===== config.mk =====
export PLATFORM = sky130hd
export DESIGN_NAME = seg7_capture
export DESIGN_NICKNAME = d
export VERILOG_FILES = /design/src/rtl/seg7_capture_pkg.sv /design/src/rtl/seg7_to_hex.sv /design/src/rtl/seg7_capture.sv
export SDC_FILE = /design/constraint.sdc
export NUM_CORES = 1
export LEC_CHECK = 0
export BUFFER_PORTS_ARGS = -buffer_cell sky130_fd_sc_hd__clkbuf_2
export CORE_ASPECT_RATIO = 2
export CORE_UTILIZATION = 56
export DETAILED_ROUTE_END_ITERATION = 12
export PLACE_DENSITY_LB_ADDON = 0.2
export SLEW_MARGIN = 30
export SYNTH_ARGS = -nofsm -noshare
export SYNTH_HDL_FRONTEND = slang
export SYNTH_SLANG_ARGS = --single-unit

===== constraint.sdc =====
create_clock -name clock -period 3.5 [get_ports clock]
set_input_delay 0.175 -clock clock [delete_from_list [all_inputs] [get_ports clock]]
set_output_delay 0.175 -clock clock [all_outputs]
set_load 0.005 [all_outputs]

===== src/rtl/seg7_capture_pkg.sv =====
// Shared constants for the seven-segment capture path: active-low segment
// patterns (bit 6 = g, bit 0 = a) and the dwell tracker state encoding.
package seg7_capture_pkg;

    localparam logic [6:0] SEG_0 = 7'b1000000;
    localparam logic [6:0] SEG_1 = 7'b1111001;
    localparam logic [6:0] SEG_2 = 7'b0100100;
    localparam logic [6:0] SEG_3 = 7'b0110000;
    localparam logic [6:0] SEG_4 = 7'b0011001;
    localparam logic [6:0] SEG_5 = 7'b0010010;
    localparam logic [6:0] SEG_6 = 7'b0000010;
    localparam logic [6:0] SEG_7 = 7'b1111000;
    localparam logic [6:0] SEG_8 = 7'b0000000;
    localparam logic [6:0] SEG_9 = 7'b0010000;
    localparam logic [6:0] SEG_A = 7'b0001000;
    localparam logic [6:0] SEG_B = 7'b0000011;
    localparam logic [6:0] SEG_C = 7'b1000110;
    localparam logic [6:0] SEG_D = 7'b0100001;
    localparam logic [6:0] SEG_E = 7'b0000110;
    localparam logic [6:0] SEG_F = 7'b0001110;

    typedef enum logic [1:0] {
        ST_IDLE  = 2'd0,
        ST_COUNT = 2'd1,
        ST_HELD  = 2'd2
    } state_t;

    // Decoded view of one segment pattern.
    typedef struct packed {
        logic       legal;
        logic [3:0] nibble;
    } hex_t;

endpackage


===== src/rtl/seg7_to_hex.sv =====
// Combinational inverse of the hex-to-seven-segment table; legal is low for
// any pattern outside the sixteen hex glyphs.
module seg7_to_hex
    import seg7_capture_pkg::*;
(
    input  logic [6:0] seg,
    output logic [3:0] nibble,
    output logic       legal
);

    hex_t dec;

    always_comb begin
        dec = '{legal: 1'b1, nibble: 4'h0};
        case (seg)
            SEG_0:   dec.nibble = 4'h0;
            SEG_1:   dec.nibble = 4'h1;
            SEG_2:   dec.nibble = 4'h2;
            SEG_3:   dec.nibble = 4'h3;
            SEG_4:   dec.nibble = 4'h4;
            SEG_5:   dec.nibble = 4'h5;
            SEG_6:   dec.nibble = 4'h6;
            SEG_7:   dec.nibble = 4'h7;
            SEG_8:   dec.nibble = 4'h8;
            SEG_9:   dec.nibble = 4'h9;
            SEG_A:   dec.nibble = 4'hA;
            SEG_B:   dec.nibble = 4'hB;
            SEG_C:   dec.nibble = 4'hC;
            SEG_D:   dec.nibble = 4'hD;
            SEG_E:   dec.nibble = 4'hE;
            SEG_F:   dec.nibble = 4'hF;
            default: dec = '{legal: 1'b0, nibble: 4'h0};
        endcase
    end

    assign nibble = dec.nibble;
    assign legal  = dec.legal;

endmodule


===== src/rtl/seg7_capture.sv =====
// Watches a multiplexed seven-segment bus and recovers the nibble on each
// digit once its pattern has dwelt unchanged for STABLE_CYCLES samples.
module seg7_capture
    import seg7_capture_pkg::*;
#(
    parameter int NUM_DIGITS    = 4,
    parameter int STABLE_CYCLES = 4,
    parameter int IDX_W         = 2
) (
    input  logic                    clock,
    input  logic                    reset,
    input  logic [6:0]              seg,
    input  logic [NUM_DIGITS-1:0]   dig_sel,
    output logic [4*NUM_DIGITS-1:0] value,
    output logic [NUM_DIGITS-1:0]   digit_valid,
    output logic                    frame_done,
    output logic                    bad_pattern,
    output logic [IDX_W-1:0]        bad_digit,
    output logic                    sel_err
);

    localparam logic [7:0] CAP_AT = 8'(STABLE_CYCLES - 1);

    state_t                         state;
    logic [7:0]                     count;
    logic [NUM_DIGITS-1:0]          seen;
    logic [6:0]                     prev_seg;
    logic [NUM_DIGITS-1:0]          prev_sel;
    logic [NUM_DIGITS-1:0][3:0]     nib_q;

    logic                           onehot;
    logic                           same;
    logic                           cap_hit;
    logic [IDX_W-1:0]               sel_idx;
    logic [NUM_DIGITS-1:0]          seen_nxt;
    logic [3:0]                     dec_nib;
    logic                           dec_legal;

    seg7_to_hex u_dec (
        .seg    (seg),
        .nibble (dec_nib),
        .legal  (dec_legal)
    );

    assign onehot = ($countones(dig_sel) == 1);
    assign same   = (seg == prev_seg) && (dig_sel == prev_sel);
    // The sample that brings the dwell to STABLE_CYCLES captures in the same edge.
    assign cap_hit  = onehot && same && (state == ST_COUNT) && (count == CAP_AT);
    assign seen_nxt = seen | dig_sel;

    always_comb begin
        sel_idx = '0;
        for (int i = 0; i < NUM_DIGITS; i++)
            if (dig_sel[i]) sel_idx = IDX_W'(i);
    end

    always_ff @(posedge clock) begin
        if (reset) begin
            state       <= ST_IDLE;
            count       <= '0;
            seen        <= '0;
            prev_seg    <= '0;
            prev_sel    <= '0;
            nib_q       <= '0;
            digit_valid <= '0;
            frame_done  <= 1'b0;
            bad_pattern <= 1'b0;
            bad_digit   <= '0;
            sel_err     <= 1'b0;
        end else begin
            frame_done  <= 1'b0;
            bad_pattern <= 1'b0;
            sel_err     <= 1'b0;

            if (!onehot) begin
                state   <= ST_IDLE;
                count   <= '0;
                sel_err <= 1'b1;
            end else if (state == ST_IDLE || !same) begin
                prev_seg <= seg;
                prev_sel <= dig_sel;
                count    <= 8'd1;
                state    <= ST_COUNT;
            end else if (state == ST_COUNT) begin
                count <= count + 8'd1;
                if (cap_hit) state <= ST_HELD;
            end

            if (cap_hit) begin
                for (int i = 0; i < NUM_DIGITS; i++) begin
                    if (dig_sel[i]) begin
                        digit_valid[i] <= dec_legal;
                        if (dec_legal) nib_q[i] <= dec_nib;
                    end
                end
                if (!dec_legal) begin
                    bad_pattern <= 1'b1;
                    bad_digit   <= sel_idx;
                end
                // A capture completing the frame also opens the next one.
                if (&seen_nxt) begin
                    frame_done <= 1'b1;
                    seen       <= '0;
                end else begin
                    seen <= seen_nxt;
                end
            end
        end
    end

    assign value = nib_q;

endmodule


==> qor.csv, run 1 <==
metric,value,unit
status,finished clean,
synth_top_cell_by_area,dfxtp_1,
synth_edf_count,0,
power_density,398,nW/um^2
cts_buffers,5,
tightest_slew,0.499,ns
path_max_fanout,10,
ioPinCount,38,
avgSynthCellArea,9.10,sq um
start_util,58.0,%
cpPeakStageDelay,0.53,ns
synthFlopType,dfxtp_1,
dieArea,4740,sq um
drt_iter0_drc,41,
synth_seq_area_share,40.2,%
grt_pass1_wl,8480,um
crit_slowest_cell,fa_1,
grt_usage,23.2,%
place.gp.congestion,0.763,
critPathCaptureType,flip-flop,
io_buffers,37,
arrival,3.01,ns
num_vias,2021,
n_antenna_cell,0,
synth_nets,291,
relSlewSlack,66.5,%
hold-worst-slack,0.215,ns
final_hold_viol_count,0,
clock-sinks,50,
layout_setup_ws,0.684,ns
dr.pass1.iters,8,
ys_warn_count,0,
antenna_found_initial,0,
cts_tree,done,
cts-root-buf,clkbuf_8,
area_growth,10.0,%
highest_layer,met4,
ys_ff_latch,50,
die_h,96.3,um
chipWidth,49.2,um
syn_inst,274,
dp_hpwl,3930,um
num_rows,34,
fin_util,63.8,%
ant_nets,0,
dr_wl_met2,2950,um
place_ws,0.410,ns
crit_type,in -> reg,
setup_viol,0,
crit_required,3.70,ns
layout.nets,320,
h-tree-depth,2,
routedWlPerCell,14.2,um
grt_pass1_vias,1916,
timing.final.crit_share,80.4,%
finalMaxSlewViolations,0,
peakVddDrop,0.349,mV
final_cells,358,
layout-drive-gt1-share,20.4,%
drc_errors,0,
cts.reportedPaths.clkPinSlew,0.09,ns
syn_area,2490,sq um
fill_cells,396,
synth.distinct_cells,58,
min_path_type,in -> reg,
cts_resized,0,
async_reset_ff_share,0,%
avgViaCountPerCell,5.65,
synth.top_cells.by_area,"dfxtp_1 (40%), mux2i_1 (8.0%), xnor2_1 (5.3%)",
dp.cells,350,
period_needed,2.82,ns
crit_chain,clkbuf_2 > inv_1 > fa_1 > inv_1 > ha_1 > ha_1 > nor3b_2 > nand4_1 > nor4_2 > buf_4 > and2_1 > nand2_4 > a31o_1,
grt_overflow,0,
postCtsSetupRepairBufs,0,
wl,5100,um
grt_max_degree,25,
finClkSkew,0.00288,ns
met1_length,1950,um
core_area,4300,sq um
yosys.area.top_type_share,40.2,%
route.met3.wl,91,um
fmax,355,MHz
drv_cap,0,
cts_buffer_depth,2,
postCtsHoldBufs,0,
clkLatencyLatePin,0.30,ns
p_leak,0.00117,uW
grt_setup_unrepaired,false,
finalSetupTns,0,ns
cp-start-kind,primary input,
==> final timing paths <==
kind / startpoint / cells past startpoint / slack (ns) / endpoint
max: dig_sel[0] / 13 / 0.68 / value[4]
min: dig_sel[0] / 3 / 0.21 / prev_sel[0]
max reg2reg: count[0] / 8 / 1.29 / value[4]
min reg2reg: digit_valid[2] / 2 / 0.46 / digit_valid[2]
==> sequential cells by signal, summed over array words and instances (netlist names) <==
| name | count |
|---|---|
| value | 16 |
| count | 8 |
| prev_seg | 7 |
| digit_valid | 4 |
| prev_sel | 4 |
| seen | 4 |
| bad_digit | 2 |
| state | 2 |
| bad_pattern | 1 |
| frame_done | 1 |
| sel_err | 1 |
==> per-layer routing <==
| metal | GRT usage [%] | vias up |
|---|---|---|
| li1 | - | 1009 |
| met1 | 23.1 | 974 |
| met2 | 46.0 | 30 |
| met3 | 2.84 | 8 |
| met4 | 10.5 | 0 |
| met5 | 0 | - |
==> per-stage QoR <==
step	total power [uW]	instance area (sq um)
detailed placement	764	2650
global route	1140	2740
floorplan	736	2490
finish	1090	2740
CTS	1100	2740
global placement	759	2650
==> layout by cell type (no fill, tap or decap), types with 3 or more instances in the layout <==
cell      synthesis  layout
inv_1             7       7
a21oi_1          12      12
clkbuf_8          0       6
nor4_1            4       4
nand2_1          28      28
xor2_1            3       3
ha_1              3       3
o21ai_0           7       7
o21a_1            9       9
mux2i_1          20      20
nor3_1            3       3
xnor2_1          15      15
nor2_1           32      32
nor4bb_1          3       3
and3_1            4       4
and2_1            4       4
nand3_1           5       5
dfxtp_1          50      50
o22ai_1           5       5
clkbuf_2          0      37
==> final cells by class <==
type | instances | area, sq um | area share (%)
Clock buffer | 6 | 82.6 | 3.01
Clock inverter | 2 | 12.5 | 0.456
Inverter | 9 | 33.8 | 1.23
Multi-Input combinational cell | 198 | 1350 | 49.0
Sequential cell | 50 | 1000 | 36.5
Tap cell | 54 | 67.6 | 2.46
Timing Repair Buffer | 39 | 200 | 7.30
==> cell usage after synthesis (3+ instances only) <==
library cell,number
and2_1,4
inv_1,7
ha_1,3
dfxtp_1,50
buf_4,4
nor4_1,4
nand2_1,28
xor2_1,3
buf_2,6
and3_1,4
nor3_1,3
nand3_1,5
a21oi_1,12
nor4bb_1,3
mux2i_1,20
nor2_1,32
clkbuf_1,4
o21a_1,9
xnor2_1,15
o22ai_1,5
o21ai_0,7
==> report_power, final <==
part / internal [uW] / total, uW / switching (uW)
logic: 63.9 / 153 / 88.9
clock network: 159 / 343 / 184
registers: 586 / 597 / 11.2
total: 809 / 1090 / 284
==> critical path, delay by kind of cell <==
| family | cells | cell delay, ns |
|---|---|---|
| simple gates | 5 | 1.15 |
| fa+ha+maj | 3 | 0.98 |
| buf+inv | 4 | 0.50 |
| compound gates | 1 | 0.22 |
==> logic make-up after synthesis <==
kind of cell / Yosys count / synth area share, %
multiplexers: 20 / 8.03
flip-flops: 50 / 40.2
AND/OR/NAND/NOR: 108 / 24.6
buffers and inverters: 26 / 5.87
AO/OA/AOI/OAI: 48 / 12.7
XOR/XNOR: 18 / 6.33
adder cells (fa/ha/maj): 4 / 2.31
(Power assumes the default switching activity.)
==> run 2, diff against run 1 <==
--- a/config.mk
+++ b/config.mk
@@ -7,7 +7,7 @@
 export LEC_CHECK = 0
 export BUFFER_PORTS_ARGS = -buffer_cell sky130_fd_sc_hd__clkbuf_2
 export CORE_ASPECT_RATIO = 2
-export CORE_UTILIZATION = 56
+export CORE_UTILIZATION = 51
 export DETAILED_ROUTE_END_ITERATION = 12
 export PLACE_DENSITY_LB_ADDON = 0.2
 export SLEW_MARGIN = 30
==> constraint.sdc (replaced) <==
create_clock -name clock -period 2.5 [get_ports clock]
set_input_delay 0.125 -clock clock [delete_from_list [all_inputs] [get_ports clock]]
set_output_delay 0.125 -clock clock [all_outputs]
set_load 0.005 [all_outputs]
==> run 2 against run 1 <==
Effect of this change: die area grew 9.5%; combinational power grew 55%; via count grew 0.69%; wire length grew 5.4%; first-iteration DRC count shrank 61%; clock skew grew 0.0029 ns; global-route usage shrank 0.69 points; critical path depth is the same; clock power grew 62%.
==> qor.csv, run 2 (synthesis results as in run 1) <==
metric,value,unit,change
p_leak,0.00124,uW,+6.1%
cts_buffers,5,,unchanged
ant_nets,0,,unchanged
critPathCaptureType,flip-flop,,
cp-start-kind,primary input,,
grt_overflow,0,,unchanged
design_area,2880,sq um,+5.1%
num_rows,35,,+2.9%
clkLatencyLatePin,0.30,ns,about the same
drt_iter0_drc,16,,-61%
cts_tree,done,,
path_max_fanout,5,,-5
dp_hpwl,4170,um,+6.1%
avgViaCountPerCell,5.47,,-3.1%
routedWlPerCell,14.4,um,+1.4%
wl,5370,um,+5.4%
final_cell_mix,"dfxtp_1 (50), clkbuf_2 (37), nor2_1 (32)",,
finalSetupTns,0,ns,unchanged
peakVddDrop,0.464,mV,+33%
relSlewSlack,72.1,%,+5.6 points
min_path_type,in -> reg,,
cts.reportedPaths.clkPinSlew,0.09,ns,about the same
clock-sinks,50,,unchanged
finalMaxSlewViolations,0,,unchanged
io_buffers,37,,unchanged
area_growth,15.6,%,
grt_pass1_vias,1930,,+0.73%
finClkSkew,0.00576,ns,+0.00288 ns
postCtsSetupRepairBufs,0,,unchanged
layout-drive-gt1-share,24.0,%,+3.6 points
dp.cells,364,,+4.0%
dieArea,5190,sq um,+9.5%
final_common_cell,dfxtp_1,,
place.gp.congestion,0.788,,+3.3%
fmax,431,MHz,
layout.nets,333,,+4.1%
drc_errors,0,,unchanged
final_cells,372,,+3.9%
core_area,4640,sq um,+8.0%
place_area,2770,sq um,+4.4%
largest_reg_flops,16,,unchanged
num_vias,2035,,+0.69%
drv_cap,0,,unchanged
final_hold_viol_count,0,,unchanged
crit_required,2.70,ns,-1.00 ns
h-tree-depth,2,,unchanged
cts_buffer_depth,2,,unchanged
dr.pass1.iters,4,,-4
antenna_found_initial,0,,unchanged
start_util,53.7,%,-4.3 points
grt_max_degree,24,,-4.0%
grt_pass1_wl,8740,um,+3.1%
cts-root-buf,clkbuf_8,,
status,finished clean,,
power_density,566,nW/um^2,+42%
tightest_slew,0.416,ns,-0.0835 ns
arrival,2.52,ns,-0.49 ns
setup_viol,0,,unchanged
period_needed,2.32,ns,
chipWidth,51.4,um,+4.6%
crit_type,in -> reg,,
die_h,101,um,+4.7%
grt_usage,22.5,%,-0.69 points
ioPinCount,38,,unchanged
n_antenna_cell,0,,unchanged
grt_setup_unrepaired,false,,
timing.final.crit_share,92.9,%,
## run 2: changes by cell type in the layout (fill, tap and decap cells not counted)
| cell | delta |
|---|---|
| buf_4 | +13 |
| nor4_2 | +1 |
| clkinv_2 | -1 |
| clkbuf_8 | -1 |
| bufinv_16 | +1 |
| clkbuf_1 | +1 |
| nor3b_2 | -1 |
| nor3b_4 | +1 |
| nor4_1 | -1 |
| ha_4 | +1 |
| ha_1 | -1 |
## run 2: what timing repair did
| item | CTS | global route |
|---|---|---|
| gates resized for setup | 0 | 1 |
| setup endpoints to repair | 0 | 8 |
| hold buffers | 0 | 0 |
## run 2: area by class of cell
type                            count  area (sq um)
Multi-Input combinational cell    198          1370
Tap cell                           55          68.8
Clock buffer                        6          72.6
Clock inverter                      2          37.5
Inverter                            9          33.8
Fill cell                         439          1760
Timing Repair Buffer               52           298
Sequential cell                    50          1000
## run 2: routing by layer
metal  up-vias  track usage [%]  part of all wire, %
met5         -                0                    0
met4         0             10.6                  2.3
met3         9             2.87                  1.7
met2        25             42.1                   58
met1       964             23.5                   38
li1       1037                -                    -
## run 2: metrics by stage
stage | util [%] | setup WS (ns) | power, uW | hold slack (ns)
6_report | 62.1 | 0.178 | 1630 | 0.167
5_1_grt | 62.1 | 0.0247 | 1700 | 0.182
4_1_cts | 61.9 | 0.0261 | 1640 | 0.173
3_5_place_dp | 59.6 | -0.301 | 1090 | 0.449
3_3_place_gp | 59.6 | -0.211 | 1090 | 0.447
2_1_floorplan | - | 0.00135 | 1040 | 0.269
## run 2: final timing paths
kind / from / endpoint / slack [ns] / cells after the start
worst max-delay path: dig_sel[0] / value[4] / 0.18 / 13
worst min-delay path: seg[2] / prev_seg[2] / 0.17 / 3
worst max register to register: prev_sel[0] / prev_seg[6] / 0.58 / 6
worst min register to register: value[2] / value[2] / 0.46 / 2
## run 2: power by group
group | leakage (uW) | switching (uW) | internal, uW
registers | 0.000404 | 15.8 | 820
clock network | 0.0000514 | 258 | 299
logic | 0.000781 | 132 | 105
## run 2: worst max-delay path, stage by stage
cell and delay (ns):
clkbuf_2 0.09, inv_1 0.05, fa_1 0.53, inv_1 0.04
ha_1 0.20, ha_4 0.23, nor3b_4 0.18, nand4_1 0.17
nor4_2 0.20, buf_4 0.17, and2_1 0.23, nand2_4 0.08
a31o_1 0.21
